## src/rtl/gfx_pkg.sv

```systemverilog
// Shared types and constants for the 8x8 rasterizer command front end.
package gfx_pkg;

    localparam int CMD_W       = 2;
    localparam int COORD_W     = 3;
    localparam int PIXELS      = 64;
    // Source id field sized for the largest supported requester count (4).
    localparam int ENTRY_SRC_W = 2;

    typedef enum logic [1:0] {
        IDLE    = 2'd0,
        ISSUE   = 2'd1,
        WAIT_FS = 2'd2,
        STREAM  = 2'd3
    } sched_state_t;

    typedef struct packed {
        logic [ENTRY_SRC_W-1:0] src;
        logic [CMD_W-1:0]       cmd;
        logic [COORD_W-1:0]     x;
        logic [COORD_W-1:0]     y;
    } cmd_entry_t;

endpackage

```

## src/rtl/gfx_cmd_scheduler_if.sv

```systemverilog
// Requester-side and processor-side handshake bundle of the command scheduler.
interface gfx_cmd_scheduler_if #(
    parameter int NREQ = 2
);
    import gfx_pkg::*;

    logic [NREQ-1:0]         req_valid;
    logic [NREQ-1:0]         req_ready;
    logic [CMD_W*NREQ-1:0]   req_cmd;
    logic [COORD_W*NREQ-1:0] req_x;
    logic [COORD_W*NREQ-1:0] req_y;

    logic [CMD_W-1:0]        gp_command;
    logic [COORD_W-1:0]      gp_x1;
    logic [COORD_W-1:0]      gp_y1;
    logic                    gp_command_valid;
    logic                    gp_frame_start;

    modport master (
        output req_valid, req_cmd, req_x, req_y, gp_frame_start,
        input  req_ready, gp_command, gp_x1, gp_y1, gp_command_valid
    );

    modport slave (
        input  req_valid, req_cmd, req_x, req_y, gp_frame_start,
        output req_ready, gp_command, gp_x1, gp_y1, gp_command_valid
    );

endinterface

```

## src/rtl/gfx_cmd_fifo.sv

```systemverilog
// Synchronous FIFO with occupancy count; push into a full or pop from an empty FIFO is ignored.
module gfx_cmd_fifo #(
    parameter  int DEPTH = 4,
    parameter  int WIDTH = 10,
    localparam int CNT_W = $clog2(DEPTH + 1),
    localparam int PTR_W = (DEPTH > 1) ? $clog2(DEPTH) : 1
) (
    input  logic             clk,
    input  logic             rst_n,
    input  logic             push,
    input  logic [WIDTH-1:0] wr_data,
    input  logic             pop,
    output logic [WIDTH-1:0] rd_data,
    output logic             full,
    output logic             empty,
    output logic [CNT_W-1:0] count
);

    logic [WIDTH-1:0] mem_q [DEPTH];
    logic [PTR_W-1:0] wr_ptr_q, wr_ptr_d;
    logic [PTR_W-1:0] rd_ptr_q, rd_ptr_d;
    logic [CNT_W-1:0] count_q, count_d;
    logic             do_push, do_pop;

    assign full    = (count_q == CNT_W'(DEPTH));
    assign empty   = (count_q == '0);
    assign count   = count_q;
    assign rd_data = mem_q[rd_ptr_q];
    assign do_push = push && !full;
    assign do_pop  = pop && !empty;

    // NOTE: every variable gets a default at the top of always_comb so no path leaves it unassigned and infers a latch.
    always_comb begin
        wr_ptr_d = wr_ptr_q;
        rd_ptr_d = rd_ptr_q;
        count_d  = count_q;
        if (do_push) wr_ptr_d = wr_ptr_q + PTR_W'(1);
        if (do_pop)  rd_ptr_d = rd_ptr_q + PTR_W'(1);
        case ({do_push, do_pop})
            2'b10:   count_d = count_q + CNT_W'(1);
            2'b01:   count_d = count_q - CNT_W'(1);
            default: count_d = count_q;
        endcase
    end

    // NOTE: sequential state uses non-blocking <= so every flop samples pre-edge values regardless of block order.
    always_ff @(posedge clk or negedge rst_n) begin
        if (!rst_n) begin
            wr_ptr_q <= '0;
            rd_ptr_q <= '0;
            count_q  <= '0;
        end else begin
            wr_ptr_q <= wr_ptr_d;
            rd_ptr_q <= rd_ptr_d;
            count_q  <= count_d;
        end
    end

    // NOTE: storage is deliberately not reset; pointers and count decide which entries are valid.
    always_ff @(posedge clk) begin
        if (do_push) mem_q[wr_ptr_q] <= wr_data;
    end

endmodule

```

## src/rtl/gfx_cmd_scheduler.sv

```systemverilog
// Round-robin command arbiter, command FIFO and issue/frame tracking FSM in front of
// the 8x8 rasterizer; a watchdog flags a processor that never answers with frame_start.
module gfx_cmd_scheduler
    import gfx_pkg::*;
#(
    parameter  int NREQ       = 2,
    parameter  int FIFO_DEPTH = 4,
    parameter  int PIXELS     = gfx_pkg::PIXELS,
    parameter  int TIMEOUT    = 15,
    localparam int SRC_W      = (NREQ > 1) ? $clog2(NREQ) : 1,
    localparam int CNT_W      = $clog2(FIFO_DEPTH + 1),
    localparam int PIX_W      = $clog2(PIXELS),
    localparam int WD_W       = $clog2(TIMEOUT)
) (
    input  logic                      clk,
    input  logic                      rst_n,
    gfx_cmd_scheduler_if.slave        bus,
    input  logic                      clear_err,
    output logic                      busy,
    output logic [CNT_W-1:0]          fifo_count,
    output logic [SRC_W-1:0]          active_src,
    output logic                      timeout_err
);

    logic             fifo_full, fifo_empty, push, pop;
    cmd_entry_t       push_entry, head;
    logic [NREQ-1:0]  ready;
    logic [SRC_W-1:0] winner;
    logic [SRC_W-1:0] rr_ptr_q, rr_ptr_d;

    sched_state_t       state_q, state_d;
    logic [CMD_W-1:0]   gp_command_q, gp_command_d;
    logic [COORD_W-1:0] gp_x1_q, gp_x1_d;
    logic [COORD_W-1:0] gp_y1_q, gp_y1_d;
    logic               gp_valid_q, gp_valid_d;
    logic [SRC_W-1:0]   active_src_q, active_src_d;
    logic [PIX_W-1:0]   cnt_q, cnt_d;
    logic [WD_W-1:0]    wdog_q, wdog_d;
    logic               timeout_err_q, timeout_err_d;

    // Registered count gates acceptance, so a same-cycle pop never frees a slot early.
    always_comb begin
        ready  = '0;
        push   = 1'b0;
        winner = '0;
        if (!fifo_full) begin
            for (int i = 0; i < NREQ; i++) begin
                if (!push && bus.req_valid[(int'(rr_ptr_q) + i) % NREQ]) begin
                    push   = 1'b1;
                    winner = SRC_W'((int'(rr_ptr_q) + i) % NREQ);
                end
            end
        end
        ready[winner] = push;
        rr_ptr_d      = push ? SRC_W'((int'(winner) + 1) % NREQ) : rr_ptr_q;
    end

    always_comb begin
        push_entry.src = ENTRY_SRC_W'(winner);
        push_entry.cmd = bus.req_cmd[CMD_W*int'(winner) +: CMD_W];
        push_entry.x   = bus.req_x[COORD_W*int'(winner) +: COORD_W];
        push_entry.y   = bus.req_y[COORD_W*int'(winner) +: COORD_W];
    end

    gfx_cmd_fifo #(
        .DEPTH (FIFO_DEPTH),
        .WIDTH ($bits(cmd_entry_t))
    ) u_fifo (
        .clk     (clk),
        .rst_n   (rst_n),
        .push    (push),
        .wr_data (push_entry),
        .pop     (pop),
        .rd_data (head),
        .full    (fifo_full),
        .empty   (fifo_empty),
        .count   (fifo_count)
    );

    always_comb begin
        state_d       = state_q;
        gp_command_d  = gp_command_q;
        gp_x1_d       = gp_x1_q;
        gp_y1_d       = gp_y1_q;
        gp_valid_d    = 1'b0;
        active_src_d  = active_src_q;
        cnt_d         = cnt_q;
        wdog_d        = wdog_q;
        pop           = 1'b0;
        // A watchdog set later in this cycle overrides the clear.
        timeout_err_d = timeout_err_q && !clear_err;
        case (state_q)
            IDLE: begin
                if (!fifo_empty) begin
                    pop          = 1'b1;
                    gp_command_d = head.cmd;
                    gp_x1_d      = head.x;
                    gp_y1_d      = head.y;
                    active_src_d = head.src[SRC_W-1:0];
                    gp_valid_d   = 1'b1;
                    state_d      = ISSUE;
                end
            end
            ISSUE: begin
                wdog_d  = '0;
                state_d = WAIT_FS;
            end
            WAIT_FS: begin
                if (bus.gp_frame_start) begin
                    cnt_d   = PIX_W'(PIXELS - 1);
                    state_d = STREAM;
                end else if (wdog_q == WD_W'(TIMEOUT - 1)) begin
                    timeout_err_d = 1'b1;
                    state_d       = IDLE;
                end else begin
                    wdog_d = wdog_q + WD_W'(1);
                end
            end
            STREAM: begin
                // The frame_start cycle carries the first pixel, so leave once the count expires.
                cnt_d = cnt_q - PIX_W'(1);
                if (cnt_d == '0) state_d = IDLE;
            end
            default: state_d = IDLE;
        endcase
    end

    always_ff @(posedge clk or negedge rst_n) begin
        if (!rst_n) begin
            state_q       <= IDLE;
            rr_ptr_q      <= '0;
            gp_command_q  <= '0;
            gp_x1_q       <= '0;
            gp_y1_q       <= '0;
            gp_valid_q    <= 1'b0;
            active_src_q  <= '0;
            cnt_q         <= '0;
            wdog_q        <= '0;
            timeout_err_q <= 1'b0;
        end else begin
            state_q       <= state_d;
            rr_ptr_q      <= rr_ptr_d;
            gp_command_q  <= gp_command_d;
            gp_x1_q       <= gp_x1_d;
            gp_y1_q       <= gp_y1_d;
            gp_valid_q    <= gp_valid_d;
            active_src_q  <= active_src_d;
            cnt_q         <= cnt_d;
            wdog_q        <= wdog_d;
            timeout_err_q <= timeout_err_d;
        end
    end

    assign bus.req_ready        = ready;
    assign bus.gp_command       = gp_command_q;
    assign bus.gp_x1            = gp_x1_q;
    assign bus.gp_y1            = gp_y1_q;
    assign bus.gp_command_valid = gp_valid_q;
    assign active_src           = active_src_q;
    assign timeout_err          = timeout_err_q;
    assign busy                 = (state_q != IDLE);

endmodule

```

## src/flat_wrapper.sv

```systemverilog
// flat-port wrapper written by rule: the top's interface ports become plain ports
module gfx_cmd_scheduler_flat import gfx_pkg::*;
#(
    parameter  int NREQ       = 2,
    parameter  int FIFO_DEPTH = 4,
    parameter  int PIXELS     = gfx_pkg::PIXELS,
    parameter  int TIMEOUT    = 15,
    localparam int SRC_W      = (NREQ > 1) ? $clog2(NREQ) : 1,
    localparam int CNT_W      = $clog2(FIFO_DEPTH + 1),
    localparam int PIX_W      = $clog2(PIXELS),
    localparam int WD_W       = $clog2(TIMEOUT)
)
  (clk, rst_n, clear_err, busy, fifo_count, active_src, timeout_err, bus_req_valid, bus_req_cmd, bus_req_x, bus_req_y, bus_gp_frame_start, bus_req_ready, bus_gp_command, bus_gp_x1, bus_gp_y1, bus_gp_command_valid);
  gfx_cmd_scheduler_if #(.NREQ(NREQ)) bus_i ();
  input  logic clk;
  input  logic rst_n;
  input  logic clear_err;
  output logic busy;
  output logic [CNT_W-1:0] fifo_count;
  output logic [SRC_W-1:0] active_src;
  output logic timeout_err;
  input wire logic [$bits(bus_i.req_valid)-1:0] bus_req_valid;
  input wire logic [$bits(bus_i.req_cmd)-1:0] bus_req_cmd;
  input wire logic [$bits(bus_i.req_x)-1:0] bus_req_x;
  input wire logic [$bits(bus_i.req_y)-1:0] bus_req_y;
  input wire logic [$bits(bus_i.gp_frame_start)-1:0] bus_gp_frame_start;
  output wire logic [$bits(bus_i.req_ready)-1:0] bus_req_ready;
  output wire logic [$bits(bus_i.gp_command)-1:0] bus_gp_command;
  output wire logic [$bits(bus_i.gp_x1)-1:0] bus_gp_x1;
  output wire logic [$bits(bus_i.gp_y1)-1:0] bus_gp_y1;
  output wire logic [$bits(bus_i.gp_command_valid)-1:0] bus_gp_command_valid;
  assign bus_i.req_valid = bus_req_valid;
  assign bus_i.req_cmd = bus_req_cmd;
  assign bus_i.req_x = bus_req_x;
  assign bus_i.req_y = bus_req_y;
  assign bus_i.gp_frame_start = bus_gp_frame_start;
  assign bus_req_ready = bus_i.req_ready;
  assign bus_gp_command = bus_i.gp_command;
  assign bus_gp_x1 = bus_i.gp_x1;
  assign bus_gp_y1 = bus_i.gp_y1;
  assign bus_gp_command_valid = bus_i.gp_command_valid;
  gfx_cmd_scheduler #(.NREQ(NREQ), .FIFO_DEPTH(FIFO_DEPTH), .PIXELS(PIXELS), .TIMEOUT(TIMEOUT)) u_core (.clk(clk), .rst_n(rst_n), .bus(bus_i), .clear_err(clear_err), .busy(busy), .fifo_count(fifo_count), .active_src(active_src), .timeout_err(timeout_err));
endmodule
```

## config.mk

```make
export PLATFORM = sky130hd
export DESIGN_NAME = gfx_cmd_scheduler_flat
export DESIGN_NICKNAME = d
export VERILOG_FILES = /design/src/rtl/gfx_pkg.sv /design/src/rtl/gfx_cmd_scheduler_if.sv /design/src/rtl/gfx_cmd_fifo.sv /design/src/rtl/gfx_cmd_scheduler.sv /design/src/flat_wrapper.sv
export SDC_FILE = /design/constraint.sdc
export NUM_CORES = 1
export LEC_CHECK = 0
export BUFFER_PORTS_ARGS = -buffer_cell sky130_fd_sc_hd__buf_4
export CORE_MARGIN = 10
export CORE_UTILIZATION = 64
export CTS_BUF_LIST = sky130_fd_sc_hd__clkbuf_2 sky130_fd_sc_hd__clkbuf_4 sky130_fd_sc_hd__clkbuf_8
export DETAILED_ROUTE_END_ITERATION = 8
export PLACE_DENSITY_LB_ADDON = 0.25
export SLEW_MARGIN = 20
export SYNTH_ARGS = -nofsm -noshare
export SYNTH_HDL_FRONTEND = slang
export SYNTH_SLANG_ARGS = --single-unit
```

## constraint.sdc

```tcl
create_clock -name clk -period 4.5 [get_ports clk]
set_clock_uncertainty 0.1 [all_clocks]
set_input_delay 0.675 -clock clk [delete_from_list [all_inputs] [get_ports clk]]
set_output_delay 0.675 -clock clk [all_outputs]
set_load 0.03 [all_outputs]
```

==> key figures, run 1 <==
Cells and area
  – Final nets: 286
  – Antenna cells: 0
  – Non-Filler Instances: between 300 and 400
  – Fraction of layout cells with a size suffix above 1: 0.3436
  – Most frequent cells in the layout: buf_4, edfxtp_1, dfrtp_1, inv_1, nor2_1
  – Layout Area Growth over Synthesis: 14.80%
  – Commonest non-fill, non-tap cell in the layout: buf_4

Route
  – Via/cell ratio: between 5 and 6
  – Iteration-0 DRC Markers: 163
  – Detail Route Antenna Nets: 0
  – DRT Pass-1 Iters: 4
  – Vias: 1856
  – Post-DR wirelength/cell: roughly 18 um
  – DRC viols: 0
  – WL final: 5.932 mm

Floorplan
  – CORE AREA: 4755 um2
  – Die width: 90.39 um
  – Die area: 8169 um2
  – Chip height: 90.39 um
  – Initial core utilization: 0.6668
  – Top Ports: 39
  – Site Rows: 25

Clock tree
  – Clock slew at reported path FFs: around 0.07 ns
  – Later-pin clock latency in the skew report: 0.34 ns
  – Sink Count: 67
  – CTS Buf Count: 9
  – Post-CTS setup repair buffer count: 0
  – H-tree levels: 3
  – CTS tree: yes
  – Root Driver: clkbuf_8
  – Cts repair resizes: 0
  – Clock tree buffer depth: 2
  – Hold buffers post-CTS: 0

Timing
  – Setup TNS: 0 ns
  – Slew @ Worst Pin: 0.6500 ns
  – Final-report hold violation count: 0
  – RSZ-0062 raised after global routing: false
  – Worst rel slew slack: 0.5666
  – Max Slew Vio Count: 0
  – Final setup viols: 0
  – Final worst slack: 1.891 ns
  – Period minus WS final: 2.609 ns
  – Highest clock rate: 383.4 MHz
  – Crit share post-route: 0.5797

Synth
  – Synth Cell Area: 3171 um2
  – Register bit total from synthesis: between 60 and 70
  – Sequential share of the synthesized area: 0.5856
  – Mapped Cells: 216
  – Warnings, synthesis: 0
  – Avg Cell Area, Syn: 14.68 um2
  – Post-synth cell types: 46
  – Syn_nets: 248

Setup path
  – Crit-path max cell delay: between 0.6 and 0.7 ns
  – Worst r2r path cells: 8
  – Most frequent CP cell: xor2_1
  – R2R Setup Slk: around 1.9 ns
  – CP max FO: 19
  – WP buf/inv: 1
  – CP Cell Sequence: or2_4 > nor2_8 > ha_1 > inv_1 > fa_1 > xor2_1 > nor2_1 > xor2_1
  – Crit path capture type: flip-flop
  – Worst EP required: 4.66 ns
  – Crit path depth: 8
  – CP arrival: 2.77 ns
  – Crit path to: u_core.u_fifo.count[2]$_DFFE_PN0P_
  – Reg2reg start: u_core.state_q[1]$_DFFE_PN0P_
  – Setup crit start: u_core.state_q[1]$_DFFE_PN0P_
  – Crit-path leading delay family: simple AND/OR/NAND/NOR gates
  – Critical path type: flip-flop to flip-flop
  – CP max stage cell: dfrtp_1
  – CP startpoint kind: flip-flop
  – Worst R2R End: u_core.u_fifo.count[2]$_DFFE_PN0P_

GRT
  – Grt total ovfl: 0
  – Vias in the first global route: 1924
  – Total GRT Usage: 0.1513
  – Largest net degree at the start of global routing: 32
  – Global-route wire length before repair: 9.791 mm
  – Initial antenna violation count: 0

Run status
  – Status: finished clean

Power
  – Leakage: 1.518 nW
  – Total power draw: 2.046 mW
  – Peak supply drop: 420.0 uV
  – Pwr dens: 562.0 nW/um2

Placement
  – Placed cells: 310
  – Placement Setup Slack: 1.943 ns
  – Detail Placement HPWL: between 3 and 4 mm
  – Buffers on Ports: 38
  – RePlAce Congestion: 0.7652

Hold path
  – HP Class: input port to async pin

Job
  – Number of max-cap violations: 0
## worst min path at each step
stage / end / startpoint
after global routing: u_core.bus.gp_x1[2]$_DFFE_PN0P_ / rst_n
after detailed placement: u_core.rr_ptr_q$_DFFE_PN0P_ / u_core.rr_ptr_q$_DFFE_PN0P_
final: u_core.state_q[1]$_DFFE_PN0P_ / rst_n
after CTS: u_core.state_q[1]$_DFFE_PN0P_ / rst_n
after floorplan: u_core.active_src$_DFFE_PN0P_ / rst_n
after global placement: u_core.rr_ptr_q$_DFFE_PN0P_ / u_core.rr_ptr_q$_DFFE_PN0P_
## flip-flops by register name, indices dropped and copies added, names as in the netlist
register / count
u_core.u_fifo.count: 3
u_core.timeout_err: 1
u_core.cnt_q: 6
u_core.u_fifo.rd_ptr_q: 2
u_core.u_fifo.mem_q: 36
u_core.bus.gp_y1: 3
u_core.rr_ptr_q: 1
u_core.bus.gp_command_valid: 1
u_core.bus.gp_x1: 3
u_core.active_src: 1
u_core.wdog_q: 4
u_core.state_q: 2
u_core.u_fifo.wr_ptr_q: 2
u_core.bus.gp_command: 2
## per-stage QoR
| stage | hold slack, ns | utilization | area, um2 |
|---|---|---|---|
| after floorplan | 0.2794 | - | 3171 |
| after global placement | 0.3820 | 0.7250 | 3447 |
| after detailed placement | 0.3755 | 0.7250 | 3447 |
| after CTS | 0.1698 | 0.7655 | 3640 |
| after global routing | 0.1873 | 0.7655 | 3640 |
| final | 0.1724 | 0.7655 | 3640 |
## kinds of logic after synthesis
family,synth area share
multiplexers,0.1575
flip-flops,0.5856
AO/OA/AOI/OAI,0.06275
adder cells (fa/ha/maj),0.04183
XOR/XNOR,0.01895
AND/OR/NAND/NOR,0.08761
buffers and inverters,0.04577
## report_power, final
part           switching [mW]  internal [mW]  leakage, nW
Clock                   0.221          0.254       0.0982
Combinational           0.313          0.244        0.698
Sequential              0.159          0.855        0.722
## Yosys cell counts, drive strengths merged
library cell,n,area share
edfxtp,36,0.34
dfrtp,31,0.24
mux2,18,0.073
inv,14,0.017
nor2,13,0.021
ha,9,0.036
mux4,9,0.065
buf,8,0.025
nand2,8,0.010
a21oi,6,0.0095
mux2i,6,0.019
nand3,6,0.013
nor3,6,0.013
o21ai,6,0.0095
and2,5,0.0099
o22ai,5,0.0099
o21a,4,0.0095
clkbuf,3,0.0039
xnor2,3,0.011
xor2,3,0.0083
nand2b,2,0.0039
a31o,1,0.0028
a31oi,1,0.0020
a32oi,1,0.0028
fa,1,0.0063
nand4bb,1,0.0036
nor2b,1,0.0020
nor3b,1,0.0024
nor4,1,0.0020
nor4b,1,0.0047
o21bai,1,0.0024
o221a,1,0.0036
o311a,1,0.0032
o311ai,1,0.0028
o41ai,1,0.0051
or2,1,0.0028
## layout make-up
cell class | instances | area, um2
Sequential cell | 67 | 1857
Inverter | 14 | 52.55
Fill cell | 289 | 1115
Timing Repair Buffer | 38 | 285.3
Multi-Input combinational cell | 124 | 1169
Tap cell | 67 | 83.83
Clock inverter | 7 | 68.82
Clock buffer | 9 | 123.9
## layer usage
| layer | global-route usage | up-vias | part of all wire |
|---|---|---|---|
| li1 | - | 867 | - |
| met1 | 0.1877 | 920 | 0.42 |
| met4 | 0.05968 | 0 | 0.011 |
| met2 | 0.2512 | 63 | 0.51 |
| met5 | 0 | - | 0 |
| met3 | 0.03325 | 6 | 0.056 |
Note: power is estimated with default switching activity, not from simulation.
==> run 2: changes to the inputs <==
--- a/config.mk
+++ b/config.mk
@@ -7,7 +7,7 @@
 export LEC_CHECK = 0
 export BUFFER_PORTS_ARGS = -buffer_cell sky130_fd_sc_hd__buf_4
 export CORE_MARGIN = 10
-export CORE_UTILIZATION = 64
+export CORE_UTILIZATION = 60
 export CTS_BUF_LIST = sky130_fd_sc_hd__clkbuf_2 sky130_fd_sc_hd__clkbuf_4 sky130_fd_sc_hd__clkbuf_8
 export DETAILED_ROUTE_END_ITERATION = 8
 export PLACE_DENSITY_LB_ADDON = 0.25
==> constraint.sdc (replaced) <==
create_clock -name clk -period 2.57 [get_ports clk]
set_clock_uncertainty 0.1 [all_clocks]
set_input_delay 0.3855 -clock clk [delete_from_list [all_inputs] [get_ports clk]]
set_output_delay 0.3855 -clock clk [all_outputs]
set_load 0.03 [all_outputs]
==> key figures, run 2 (synthesized netlist as in run 1, its figures left out) <==
Placement
  – DP Area: 3481 um2
  – Detail Placement HPWL: 4.022 mm
  – Buffers on Ports: 38
  – RePlAce Congestion: 0.7895

Setup path
  – CP startpoint kind: flip-flop
  – Worst EP required: 2.08 ns
  – Crit path capture type: output port
  – Critical path type: flip-flop to output port
  – CP arrival: around 1.7 ns
  – CP max FO: 12

Timing
  – Worst rel slew slack: 0.6487
  – Crit share post-route: 0.8530
  – Final-report hold violation count: 0
  – Final setup viols: 0
  – Slew @ Worst Pin: between 0.5 and 0.6 ns
  – Max Slew Vio Count: 0
  – Period minus WS final: 2.192 ns
  – Setup TNS: 0 ns
  – RSZ-0062 raised after global routing: false
  – Highest clock rate: between 400 and 500 MHz

Power
  – Net Sw Frac: 0.3379
  – Logic gate share of total power: 0.282
  – Pwr dens: 976.5 nW/um2
  – Switching Power: 1.215 mW
  – Leakage: 1.540 nW
  – Register share of total power: 0.484
  – Int Pwr: 2.381 mW
  – Clock power share: 0.234
  – Peak supply drop: 735.1 uV

Route
  – Met1 wire length: 2.623 mm
  – Top sig layer: met4
  – DRC viols: 0
  – Via/cell ratio: 5.572
  – Iteration-0 DRC Markers: 81
  – Metal3 WL: ~280 um
  – DRT Pass-1 Iters: 4
  – Metal2 WL: 2.878 mm
  – Post-DR wirelength/cell: 17.72 um
  – WL final: 5.918 mm
  – Detail Route Antenna Nets: 0
  – Vias: between 1500 and 2000

Cells and area
  – Max FFs per register: 36
  – Commonest non-fill, non-tap cell in the layout: buf_4
  – Layout Area Growth over Synthesis: 16.18%
  – Antenna cells: 0
  – Largest register by flop count: u_core.u_fifo.mem_q
  – Most frequent cells in the layout: buf_4, edfxtp_1, dfrtp_1, inv_1, nor2_1
  – Top Registers: u_core.u_fifo.mem_q x36, u_core.cnt_q x6, u_core.wdog_q x4
  – Final nets: around 290
  – Final Cell Area: around 3700 um2
  – Fraction of layout cells with a size suffix above 1: 0.3561

Floorplan
  – CORE AREA: slightly above 5000 um2
  – Die width: ~93 um
  – Chip height: 92.69 um
  – Top Ports: 39
  – Die area: 8591 um2
  – Site Rows: 26
  – Initial core utilization: 0.6208

Clock tree
  – Clock slew at reported path FFs: 0.07 ns
  – CTS Buf Count: 9
  – Later-pin clock latency in the skew report: 0.34 ns
  – Sink Count: 67
  – H-tree levels: 3
  – Clock tree buffer depth: 2
  – Root Driver: clkbuf_8
  – Cts repair resizes: 0
  – CTS tree: yes

Job
  – Number of max-cap violations: 0

GRT
  – Vias in the first global route: between 1500 and 2000
  – Initial antenna violation count: 0
  – Total GRT Usage: 0.1426
  – Global-route wire length before repair: 9.611 mm
  – Largest net degree at the start of global routing: 32
  – Grt total ovfl: 0

Run status
  – Status: finished clean

Hold path
  – HP Class: input port to flip-flop
-- run 2: cell types whose count changed in the layout (fill, tap and decap cells not counted) --
cell,change
clkinv_4,-1
clkinvlp_4,+1
buf_4,+4
dlygate4sd3_1,+1
clkinv_1,-1
clkinv_2,+1
-- run 2: repair_timing --
item / CTS / global route
hold endpoints to repair: 31 / 0
hold buffers: 1 / 0
buffers inserted: 0 / 0
endpoints found under the setup margin: 0 / 0
-- run 2: path summary, 6_finish.rpt --
path | slack (ns) | to | startpoint | cells past startpoint
max in group asynchronous | 1.65 | u_core.active_src$_DFFE_PN0P_ | rst_n | 2
min in group asynchronous | 0.42 | u_core.cnt_q[4]$_DFFE_PN0P_ | rst_n | 2
worst max-delay path | 0.38 | bus_req_ready[0] | u_core.u_fifo.count[0]$_DFFE_PN0P_ | 5
worst max register to register | 0.39 | u_core.u_fifo.count[2]$_DFFE_PN0P_ | u_core.u_fifo.count[0]$_DFFE_PN0P_ | 10
worst min-delay path | 0.13 | u_core.timeout_err$_DFF_PN0_ | clear_err | 2
worst min register to register | 0.39 | u_core.rr_ptr_q$_DFFE_PN0P_ | u_core.rr_ptr_q$_DFFE_PN0P_ | 1
-- run 2: cell type report --
class | count | area, um2
fillers | 354 | 1424
flip-flops and latches | 67 | 1857
clock buffers | 9 | 123.9
clock inverters | 7 | 68.82
inverters | 14 | 52.55
well taps | 70 | 87.58
multi-input cells | 124 | 1169
repair buffers | 43 | 325.3
-- run 2: worst max-delay path, cell delays in order, from the launching register on --
cell	delay (ns)
dfrtp_1	0.45
inv_1	0.12
nand3_2	0.10
nand3_2	0.28
and2_1	0.25
buf_4	0.16
-- run 2: through the flow --
stage | std cells | hold slack (ns) | setup slack (ns) | utilization | power, mW
floorplan | 216 | -0.01009 | 0.3222 | - | 2.481
global placement | 317 | 0.2543 | 0.4747 | 0.6815 | 2.717
detailed placement | 317 | 0.2494 | 0.3891 | 0.6815 | 2.781
CTS | 334 | 0.1206 | 0.3454 | 0.7212 | 3.628
global route | 334 | 0.1460 | 0.1972 | 0.7212 | 3.811
finish | 334 | 0.1324 | 0.3779 | 0.7212 | 3.597
-- run 2: layer usage --
metal  vias to the layer above  track usage
met5                         -            0
met2                        49       0.2176
met3                        11      0.04197
li1                        876            -
met1                       925       0.1785
met4                         0      0.07841
-- run 2: power groups by stage --
stage	registers (mW)	logic [mW]	clock network [mW]
floorplan	1.71	0.769	0
global placement	1.73	0.982	0
detailed placement	1.76	1.02	0
CTS	1.74	1.03	0.860
global route	1.77	1.14	0.903
finish	1.74	1.01	0.841
